===== src/rtl/la_stream_unpacker.sv =====
// la_stream_unpacker: width downsizer for a valid/ready stream.
// Each accepted wide beat of IW bits leaves as up to IW/OW narrow beats of OW bits.
// The output is registered. A new wide beat can be accepted on the same edge that
// the last narrow beat of the previous one is taken, so a continuous input stream
// produces a continuous output stream.
module la_stream_unpacker #(
    parameter int IW            = 32,
    parameter int OW            = 8,
    parameter int OPT_LSB_FIRST = 1,
    parameter int OPT_LOWPOWER  = 0,
    localparam int RATIO        = IW / OW,
    localparam int CW           = $clog2(RATIO + 1)
) (
    input  logic          i_clk,
    input  logic          i_reset_n,
    input  logic          i_valid,
    output logic          o_ready,
    input  logic [IW-1:0] i_data,
    input  logic [CW-1:0] i_cnt,
    input  logic          i_last,
    output logic          o_valid,
    input  logic          i_ready,
    output logic [OW-1:0] o_data,
    output logic          o_last
);

    // Count of narrow beats still owed, including the one on the output (0 = empty).
    logic [CW-1:0] rem;
    // Lanes of the current wide beat that have not been presented yet.
    logic [IW-1:0] sreg;
    // i_last of the beat currently being unpacked.
    logic          held_last;
    logic [CW-1:0] eff_cnt;
    logic          accept;
    logic          out_hs;
    logic [OW-1:0] first_lane;
    logic [OW-1:0] next_lane;
    logic [IW-1:0] load_shift;
    logic [IW-1:0] adv_shift;

    // A lane count of zero, or any count larger than the beat holds, means a full beat.
    always_comb begin
        eff_cnt = i_cnt;
        if (i_cnt == '0 || i_cnt > CW'(RATIO)) begin
            eff_cnt = CW'(RATIO);
        end
    end

    // Lane selection. When the most significant lane goes first, a partial beat keeps
    // its valid lanes in the top of the word. Shifting left then walks down through
    // exactly those lanes.
    generate
        if (OPT_LSB_FIRST != 0) begin : g_lsb_first
            assign first_lane = i_data[OW-1:0];
            assign load_shift = i_data >> OW;
            assign next_lane  = sreg[OW-1:0];
            assign adv_shift  = sreg >> OW;
        end else begin : g_msb_first
            assign first_lane = i_data[IW-1 -: OW];
            assign load_shift = i_data << OW;
            assign next_lane  = sreg[IW-1 -: OW];
            assign adv_shift  = sreg << OW;
        end
    endgenerate

    // Take a new beat when empty, or when the final narrow beat is leaving right now.
    assign o_ready = i_reset_n && (rem == '0 || (rem == CW'(1) && i_ready));
    assign accept  = i_valid && o_ready;
    assign out_hs  = o_valid && i_ready;

    // Load a new wide beat, advance to the next lane, or go idle after the final lane.
    always_ff @(posedge i_clk or negedge i_reset_n) begin
        if (!i_reset_n) begin
            o_valid   <= 1'b0;
            o_data    <= '0;
            o_last    <= 1'b0;
            sreg      <= '0;
            rem       <= '0;
            held_last <= 1'b0;
        end else if (accept) begin
            o_valid   <= 1'b1;
            o_data    <= first_lane;
            sreg      <= load_shift;
            rem       <= eff_cnt;
            held_last <= i_last;
            o_last    <= i_last && (eff_cnt == CW'(1));
        end else if (out_hs) begin
            if (rem > CW'(1)) begin
                o_data <= next_lane;
                sreg   <= adv_shift;
                rem    <= rem - CW'(1);
                o_last <= held_last && (rem == CW'(2));
            end else begin
                o_valid <= 1'b0;
                rem     <= '0;
                o_last  <= 1'b0;
                if (OPT_LOWPOWER != 0) begin
                    o_data <= '0;
                end
            end
        end
    end

endmodule


===== config.mk =====
export PLATFORM = sky130hd
export DESIGN_NAME = la_stream_unpacker
export DESIGN_NICKNAME = d
export VERILOG_FILES = /design/src/rtl/la_stream_unpacker.sv
export SDC_FILE = /design/constraint.sdc
export NUM_CORES = 1
export LEC_CHECK = 0
export BUFFER_PORTS_ARGS = -buffer_cell sky130_fd_sc_hd__buf_2
export CORE_MARGIN = 2
export CORE_UTILIZATION = 56
export DETAILED_ROUTE_END_ITERATION = 6
export HOLD_SLACK_MARGIN = 0.06
export PLACE_DENSITY = 0.82
export REMOVE_ABC_BUFFERS = 1
export SYNTH_ARGS = -nofsm -noshare
export SYNTH_HDL_FRONTEND = slang
export SYNTH_SLANG_ARGS = --single-unit

===== constraint.sdc =====
create_clock -name i_clk -period 5.7 [get_ports i_clk]
set_input_delay 0.57 -clock i_clk [delete_from_list [all_inputs] [get_ports i_clk]]
set_output_delay 0.57 -clock i_clk [all_outputs]
set_load 0.05 [all_outputs]

==> results of run 1 <==
## registers in the layout, summed over array words and instances, names as in the netlist
| name | count |
|---|---|
| held_last | 1 |
| sreg | 24 |
| o_valid | 1 |
| o_last | 1 |
| rem | 3 |
| o_data | 8 |
## power by group through the flow
stage | logic (uW) | clock network [uW] | registers, uW
floorplan | 417 | 0 | 617
global placement | 729 | 0 | 502
detailed placement | 744 | 0 | 508
CTS | 746 | 199 | 503
global route | 820 | 208 | 521
finish | 751 | 196 | 506
## through the flow
step	power, uW	hold slack, ns	setup slack [ns]	instances
floorplan	1030	0.274	3.10	190
global placement	1230	0.477	2.79	295
detailed placement	1250	0.489	2.71	295
CTS	1450	0.340	2.76	303
global route	1550	0.383	2.55	303
finish	1450	0.329	2.74	303
## placed cells by master, fill, tap and decap left out, types with 2 or more instances in the layout
| cell type | instances |
|---|---|
| nand2_1 | 4 |
| ha_1 | 5 |
| mux2_2 | 6 |
| mux2_1 | 3 |
| a211oi_1 | 25 |
| o31ai_1 | 24 |
| clkbuf_8 | 6 |
| inv_1 | 5 |
| o2111ai_1 | 24 |
| dfrtp_1 | 38 |
| buf_4 | 5 |
| buf_2 | 50 |
| o31a_1 | 8 |
| a31oi_1 | 25 |
| mux2i_1 | 2 |
## routing by layer
metal,track usage,up-vias,share of wire
met5,0,-,0
met4,0.0825,0,0.014
met3,0.0510,9,0.073
met2,0.432,81,0.48
met1,0.329,977,0.43
li1,-,972,-
## worst max-delay path by stage
stage                     startpoint   endpoint
after detailed placement   i_reset_n   sreg[17]
final                         rem[2]   sreg[22]
after CTS                     rem[2]   sreg[22]
after global routing          rem[2]   sreg[22]
after global placement     i_reset_n  held_last
after floorplan               rem[2]   sreg[16]
## final cells by class
cell class	instances	area (sq um)	area share
inverters	6	22.5	0.00862
clock buffers	7	86.3	0.0330
flip-flops and latches	38	951	0.364
well taps	50	62.6	0.0239
repair buffers	55	288	0.110
clock inverters	1	5.00	0.00192
multi-input cells	146	1200	0.458
## cells by family after synthesis
family,count (synthesis),synth area share
multiplexers,11,0.0525
AND/OR/NAND/NOR,15,0.0514
adder cells (fa/ha/maj),5,0.0270
buffers and inverters,39,0.0752
AO/OA/AOI/OAI,115,0.383
flip-flops,38,0.411
==> impl_metrics.json, run 1 <==
{
  "cp_max_fo": 31,
  "swShare": 0.487,
  "yosys-top-cells-area": "dfrtp_1, o2111ai_1, a211oi_1",
  "synth_common_cells": "dfrtp_1, a211oi_1, a31oi_1",
  "max_stage_delay_ns": 1.01,
  "routed_wl_um": 5570,
  "ys_warn_count": 0,
  "switchingPower_uw": 708,
  "synthCells": 223,
  "drcViolationCount": 0,
  "die_w_um": 68.3,
  "cts-root-buf": "clkbuf_8",
  "yosysMostFrequentCell": "dfrtp_1",
  "avgSynthCellArea_sq_um": 10.4,
  "post_cts_buffers": 0,
  "finalSetupViolations": 0,
  "grt_pass1_wl_um": 9000,
  "cts_tree": "done",
  "synthArstFlopShare": 1.00,
  "rsz0062_at_grt": "false",
  "critPathKind": "register to register",
  "p_per_area_nw_per_um2": 556,
  "io_pins": 51,
  "clk_pin_slew_worst_paths_ns": 0.08,
  "synth_edf_count": 0,
  "fin_crit_ns": 2.96,
  "grt_overflow_total": 0,
  "synth.largest_area_cell": "dfrtp_1",
  "fmax_mhz": 338,
  "drive_gt1_frac": 0.304,
  "die_y_um": 68.3,
  "numCtsBuffers": 5,
  "critPathArrivalTime_ns": 3.14,
  "via_per_inst": 6.73,
  "crit_buf_inv": 3,
  "setup-tns-final_ns": 0,
  "fill_cells": 335,
  "insertion_delay_ns": 0.30,
  "finClkSkew_ns": 0.0111,
  "seq_power_share": 0.348,
  "grt_max_degree": 41,
  "cts-htree-levels": 2,
  "timing.rr.start": "rem[2]",
  "die-area_sq_um": 4660,
  "fin_area_sq_um": 2610,
  "path_cells": "inv_1 > ha_1 > inv_2 > a21o_1 > buf_4 > mux2_2",
  "finalHoldViolations": 0,
  "r2r_end": "sreg[22]",
  "cp.required_ns": 5.87,
  "clockBufferDepth": 2,
  "place.gp.congestion": 0.786,
  "fin_crit_sh": 0.520,
  "synthFlopType": "dfrtp_1",
  "outcome": "completed",
  "rr_worst_depth": 6,
  "ys_ff_latch": 38,
  "p_int_uw": 745,
  "finish.utilization": 0.653,
  "power_frac_comb": 0.517,
  "slew_headroom": 0.324,
  "diodes": 0,
  "netlist_area_sq_um": 2310,
  "startpoint_type": "register",
  "holdBufCountCts": 0,
  "cap_violations": 0,
  "power.leakage_uw": 0.00108,
  "dpl.hpwl_um": 3270,
  "cts_resized": 0,
  "grt_use_total": 0.256,
  "holdCritPathClass": "primary input to async pin",
  "synth_top_area_frac": 0.411,
  "antenna_found_initial": 0,
  "start_util": 0.578,
  "clock_power_share": 0.135,
  "area_growth_pct": 12.9,
  "post_dp_cell_area_sq_um": 2520,
  "r2r_slack_ns": 2.74,
  "fin_nets": 297,
  "endpoint_kind": "register",
  "grt_pass1_vias": 1933,
  "vdd_drop_max_mv": 0.289,
  "num_vias": 2039,
  "io_buffers": 50,
  "cp_num_cells": 6,
  "yosysSeqAreaShare": 0.411,
  "crit_family": "flip-flops",
  "finalMaxSlewViolations": 0,
  "yosysUniqueCellTypes": 35,
  "cts_sinks": 38,
  "placementRows": 23,
  "core_area_sq_um": 4000,
  "wl_per_cell_um": 18.4,
  "postRouteAntennaNets": 0,
  "cp_slowest_cell": "dfrtp_1",
  "drt-initial-drc-count": 156,
  "tightest_slew_ns": 1.01,
  "first_pass_iters": 4
}
Power figures use the tool's default switching activity.
==> run 2, diff against run 1 <==
--- a/config.mk
+++ b/config.mk
@@ -7,10 +7,10 @@
 export LEC_CHECK = 0
 export BUFFER_PORTS_ARGS = -buffer_cell sky130_fd_sc_hd__buf_2
 export CORE_MARGIN = 2
-export CORE_UTILIZATION = 56
+export CORE_UTILIZATION = 49
 export DETAILED_ROUTE_END_ITERATION = 6
 export HOLD_SLACK_MARGIN = 0.06
-export PLACE_DENSITY = 0.82
+export PLACE_DENSITY = 0.76
 export REMOVE_ABC_BUFFERS = 1
 export SYNTH_ARGS = -nofsm -noshare
 export SYNTH_HDL_FRONTEND = slang
==> constraint.sdc (replaced) <==
create_clock -name i_clk -period 2.6 [get_ports i_clk]
set_input_delay 0.26 -clock i_clk [delete_from_list [all_inputs] [get_ports i_clk]]
set_output_delay 0.26 -clock i_clk [all_outputs]
set_load 0.05 [all_outputs]
==> run 2 against run 1 <==
Effect of this change: non-clock buffer count is 8 higher; via count hardly changed; power rose by 130%; die area is 13% higher; global-route usage down 3.0 points; largest cell class unchanged; largest power group unchanged.
==> impl_metrics.json, run 2 (synthesized netlist as in run 1, its figures left out) <==
{
  "io_pins": 51,
  "antenna_found_initial": 0,
  "grt_pass1_vias": 1862,
  "via_per_inst": 6.54,
  "postRouteAntennaNets": 0,
  "finalMaxSlewViolations": 0,
  "drive_gt1_frac": 0.323,
  "clockBufferDepth": 2,
  "io_buffers": 50,
  "critPathArrivalTime_ns": 1.96,
  "drcViolationCount": 0,
  "num_vias": 2040,
  "fmax_mhz": 451,
  "power.leakage_uw": 0.00112,
  "grt_max_degree": 39,
  "cts_tree": "done",
  "multi_input_area_sq_um": 1200,
  "clk_pin_slew_worst_paths_ns": 0.07,
  "register_area_sq_um": 951,
  "max_stage_delay_ns": 0.48,
  "critPathKind": "register to primary output",
  "finish.utilization": 0.607,
  "setup-tns-final_ns": 0,
  "start_util": 0.521,
  "regMostFlops": "sreg",
  "fin_crit_ns": 2.22,
  "endpoint_kind": "primary output",
  "grt_pass1_wl_um": 9340,
  "path_cells": "inv_1 > ha_1 > ha_1 > inv_2 > buf_4 > a21boi_1 > buf_2",
  "finalHoldViolations": 0,
  "routed_wl_um": 5680,
  "cp.required_ns": 2.34,
  "cts-htree-levels": 2,
  "cts_sinks": 38,
  "die-area_sq_um": 5290,
  "finClkSkew_ns": 0.00576,
  "rr_worst_depth": 6,
  "hp-start": "i_data[31]",
  "cp_slowest_cell": "dfrtp_1",
  "die_w_um": 72.7,
  "first_pass_iters": 4,
  "cp_max_fo": 27,
  "timing.rr.start": "rem[1]",
  "mostFrequentLayoutCells": "buf_2, dfrtp_1, a211oi_1, a31oi_1",
  "crit_buf_inv": 4,
  "fill_cells": 398,
  "p_per_area_nw_per_um2": 1230,
  "diodes": 0,
  "post_cts_buffers": 0,
  "tightest_slew_ns": 0.665,
  "cp-endpoint": "o_ready",
  "drt-initial-drc-count": 249,
  "slew_headroom": 0.555,
  "core_area_sq_um": 4440,
  "rsz0062_at_grt": "false",
  "outcome": "completed",
  "r2r_end": "o_data[6]",
  "startpoint": "rem[0]",
  "cts_resized": 0,
  "grt_use_total": 0.226,
  "fin_crit_sh": 0.852,
  "crit_path_frequent_cell": "ha_1",
  "crit_family": "buffers and inverters",
  "largest_reg_flops": 24,
  "pre_cts_slack_ns": 0.502,
  "finalSetupViolations": 0,
  "die_y_um": 72.7,
  "insertion_delay_ns": 0.29,
  "cts-root-buf": "clkbuf_8",
  "wl_per_cell_um": 18.2,
  "vdd_drop_max_mv": 0.494,
  "cp_num_cells": 7,
  "top_regs": "sreg (24), o_data (8), rem (3)",
  "numCtsBuffers": 5,
  "fin_nets": 305,
  "area_growth_pct": 16.7,
  "cap_violations": 0,
  "holdCritPathClass": "primary input to register",
  "place.gp.congestion": 0.782,
  "layout_setup_ws_ns": 0.385,
  "layout_commonest_cell": "buf_2",
  "startpoint_type": "register",
  "grt_overflow_total": 0,
  "placementRows": 24,
  "dpl.hpwl_um": 3480,
  "r2r_slack_ns": 0.48
}
[run 2: final cells by class]
type                            instances  area share
Clock buffer                            6      0.0306
Clock inverter                          1      0.0111
Inverter                                6     0.00834
Multi-Input combinational cell        146       0.444
Sequential cell                        38       0.352
Tap cell                               52      0.0241
Timing Repair Buffer                   63       0.130
[run 2: stage by stage]
| stage | hold slack, ns | instances | total power, uW | instance area (sq um) |
|---|---|---|---|---|
| after floorplan | -0.0356 | 190 | 2270 | 2160 |
| after global placement | 0.185 | 304 | 2760 | 2580 |
| after detailed placement | 0.194 | 304 | 2810 | 2580 |
| after CTS | 0.166 | 312 | 3320 | 2700 |
| after global routing | 0.182 | 312 | 3550 | 2700 |
| final | 0.175 | 312 | 3330 | 2700 |
[run 2: metal layers]
| layer | track usage | up-vias | routed length, um |
|---|---|---|---|
| li1 | - | 994 | - |
| met5 | 0 | - | 0 |
| met3 | 0.0483 | 9 | 310 |
| met1 | 0.324 | 951 | 2590 |
| met2 | 0.341 | 86 | 2700 |
| met4 | 0.0741 | 0 | 84 |
[run 2: worst reg2reg max path, cell delays in order (launching register included)]
cell and delay, ns:
dfrtp_1 0.45, inv_1 0.11, ha_1 0.23, nor2b_2 0.60, buf_4 0.37, o31ai_1 0.11, a31oi_1 0.18
[run 2: power by group]
group	total [uW]	switching (uW)	internal [uW]
logic	1740	1150	588
registers	1080	198	877
clock network	510	203	307
[run 2: what timing repair did]
| item | 4_1_cts | 5_1_grt |
|---|---|---|
| hold endpoints to repair | 13 | 0 |
| hold buffers | 1 | 0 |
| setup endpoints to repair | 0 | 0 |
[run 2: how the worst min path moves through the flow]
| stage | to | cells past startpoint |
|---|---|---|
| floorplan | held_last | 0 |
| global placement | sreg[20] | 1 |
| detailed placement | sreg[20] | 1 |
| CTS | sreg[17] | 2 |
| global route | sreg[17] | 2 |
| finish | sreg[23] | 2 |
==> run 3, diff against run 2 <==
--- a/config.mk
+++ b/config.mk
@@ -10,8 +10,10 @@
 export CORE_UTILIZATION = 49
 export DETAILED_ROUTE_END_ITERATION = 6
 export HOLD_SLACK_MARGIN = 0.06
+export MAX_ROUTING_LAYER = met4
 export PLACE_DENSITY = 0.76
 export REMOVE_ABC_BUFFERS = 1
+export SLEW_MARGIN = 5
 export SYNTH_ARGS = -nofsm -noshare
 export SYNTH_HDL_FRONTEND = slang
 export SYNTH_SLANG_ARGS = --single-unit
==> run 3 against run 2 <==
Effect of this change: first-iteration DRC count decreased by 8.4%; setup slack improved by 0.0067 ns; non-clock buffer count unchanged; wire length about the same; sequential power about the same; utilization unchanged; sequential cell count unchanged; via count decreased by 1.1%; global-route usage increased by 0.76 points; largest power group unchanged.
==> impl_metrics.json, run 3 (synthesized netlist as in run 1, its figures left out) <==
{
  "largest_reg_flops": 24,
  "drt-initial-drc-count": 228,
  "start_util": 0.521,
  "num_vias": 2018,
  "clockBufferDepth": 2,
  "finalMaxSlewViolations": 0,
  "cp.required_ns": 2.34,
  "clk_pin_slew_worst_paths_ns": 0.07,
  "fin_crit_ns": 2.21,
  "numCtsBuffers": 5,
  "grt_pass1_vias": 1856,
  "fin_cells": 312,
  "insertion_delay_ns": 0.29,
  "drcViolationCount": 0,
  "die_w_um": 72.7,
  "fin_nets": 305,
  "die_y_um": 72.7,
  "diodes": 0,
  "fmax_mhz": 453,
  "regMostFlops": "sreg",
  "antenna_found_initial": 0,
  "top_regs": "sreg (24), o_data (8), rem (3)",
  "area_growth_pct": 16.7,
  "dp_cells": 304,
  "cts_sinks": 38,
  "routed_wl_um": 5680,
  "fill_cells": 398,
  "cts-root-buf": "clkbuf_8",
  "placementRows": 24,
  "core_area_sq_um": 4440,
  "wl_per_cell_um": 18.2,
  "fin_crit_sh": 0.849,
  "vdd_drop_max_mv": 0.494,
  "die-area_sq_um": 5290,
  "post_dp_cell_area_sq_um": 2580,
  "postRouteAntennaNets": 0,
  "holdBufCountCts": 1,
  "place.gp.congestion": 0.793,
  "register_area_sq_um": 951,
  "cts-htree-levels": 2,
  "first_pass_iters": 4,
  "rsz0062_at_grt": "false",
  "critPathKind": "register to primary output",
  "grt_overflow_total": 0,
  "post_cts_buffers": 0,
  "io_pins": 51,
  "cp_max_fo": 27,
  "grt_max_degree": 39,
  "dpl.hpwl_um": 3480,
  "outcome": "completed",
  "io_buffers": 50,
  "finalSetupViolations": 0,
  "grt_use_total": 0.234,
  "hold_ws_ns": 0.174,
  "grt_pass1_wl_um": 9340,
  "multi_input_area_sq_um": 1200,
  "slew_headroom": 0.562,
  "cap_violations": 0,
  "finClkSkew_ns": 0.00676,
  "via_per_inst": 6.47,
  "cts_tree": "done",
  "finalHoldViolations": 0,
  "cts_resized": 0,
  "holdCritPathClass": "primary input to register",
  "mostFrequentLayoutCells": "buf_2, dfrtp_1, a211oi_1, a31oi_1",
  "critPathArrivalTime_ns": 1.95,
  "p_per_area_nw_per_um2": 1230,
  "fin_area_sq_um": 2700,
  "power.leakage_uw": 0.00112,
  "endpoint_kind": "primary output",
  "tightest_slew_ns": 0.653,
  "drive_gt1_frac": 0.323,
  "layout_commonest_cell": "buf_2",
  "startpoint_type": "register"
}
-- run 3: final timing paths --
kind / from / endpoint / slack, ns / cells past startpoint
worst max register to register: rem[1] / o_data[6] / 0.48 / 6
min in group asynchronous: i_reset_n / sreg[20] / 0.41 / 2
worst min register to register: held_last / held_last / 0.49 / 1
worst max-delay path: rem[0] / o_ready / 0.39 / 7
worst min-delay path: i_data[25] / sreg[17] / 0.17 / 2
max in group asynchronous: i_reset_n / o_valid / 1.53 / 3
-- run 3: stage by stage --
| step | utilization | total power [uW] | setup TNS, ns | setup WS (ns) |
|---|---|---|---|---|
| final | 0.607 | 3320 | 0 | 0.391 |
| after global routing | 0.607 | 3550 | 0 | 0.260 |
| after CTS | 0.607 | 3320 | 0 | 0.391 |
| after detailed placement | 0.580 | 2810 | 0 | 0.502 |
| after global placement | 0.580 | 2760 | 0 | 0.586 |
| after floorplan | - | 2270 | -0.00546 | -0.000910 |
-- run 3: final cells by class --
| class | count | area share |
|---|---|---|
| multi-input combinational | 146 | 0.444 |
| sequential | 38 | 0.352 |
| timing repair buffer | 63 | 0.130 |
| clock buffer | 6 | 0.0306 |
| tap | 52 | 0.0241 |
| clock inverter | 1 | 0.0111 |
| inverter | 6 | 0.00834 |
-- run 3: power by group --
part | switching (uW) | total [uW] | internal [uW] | leakage, uW
sequential | 200 | 1080 | 877 | 0.000465
combinational | 1150 | 1740 | 588 | 0.000599
clock | 204 | 511 | 307 | 0.0000573
-- run 3: worst max-delay path, stage by stage (launching register included) --
cell	delay (ns)
dfrtp_1	0.48
inv_1	0.11
ha_1	0.21
ha_1	0.19
inv_2	0.05
buf_4	0.28
a21boi_1	0.11
buf_2	0.22
-- run 3: routing by layer --
metal / GRT usage / wire [um] / vias to the layer above
met5: - / 0 / -
met1: 0.325 / 2600 / 946
met3: 0.0456 / 272 / 8
met2: 0.342 / 2740 / 68
met4: 0.0802 / 76 / 0
li1: - / - / 996
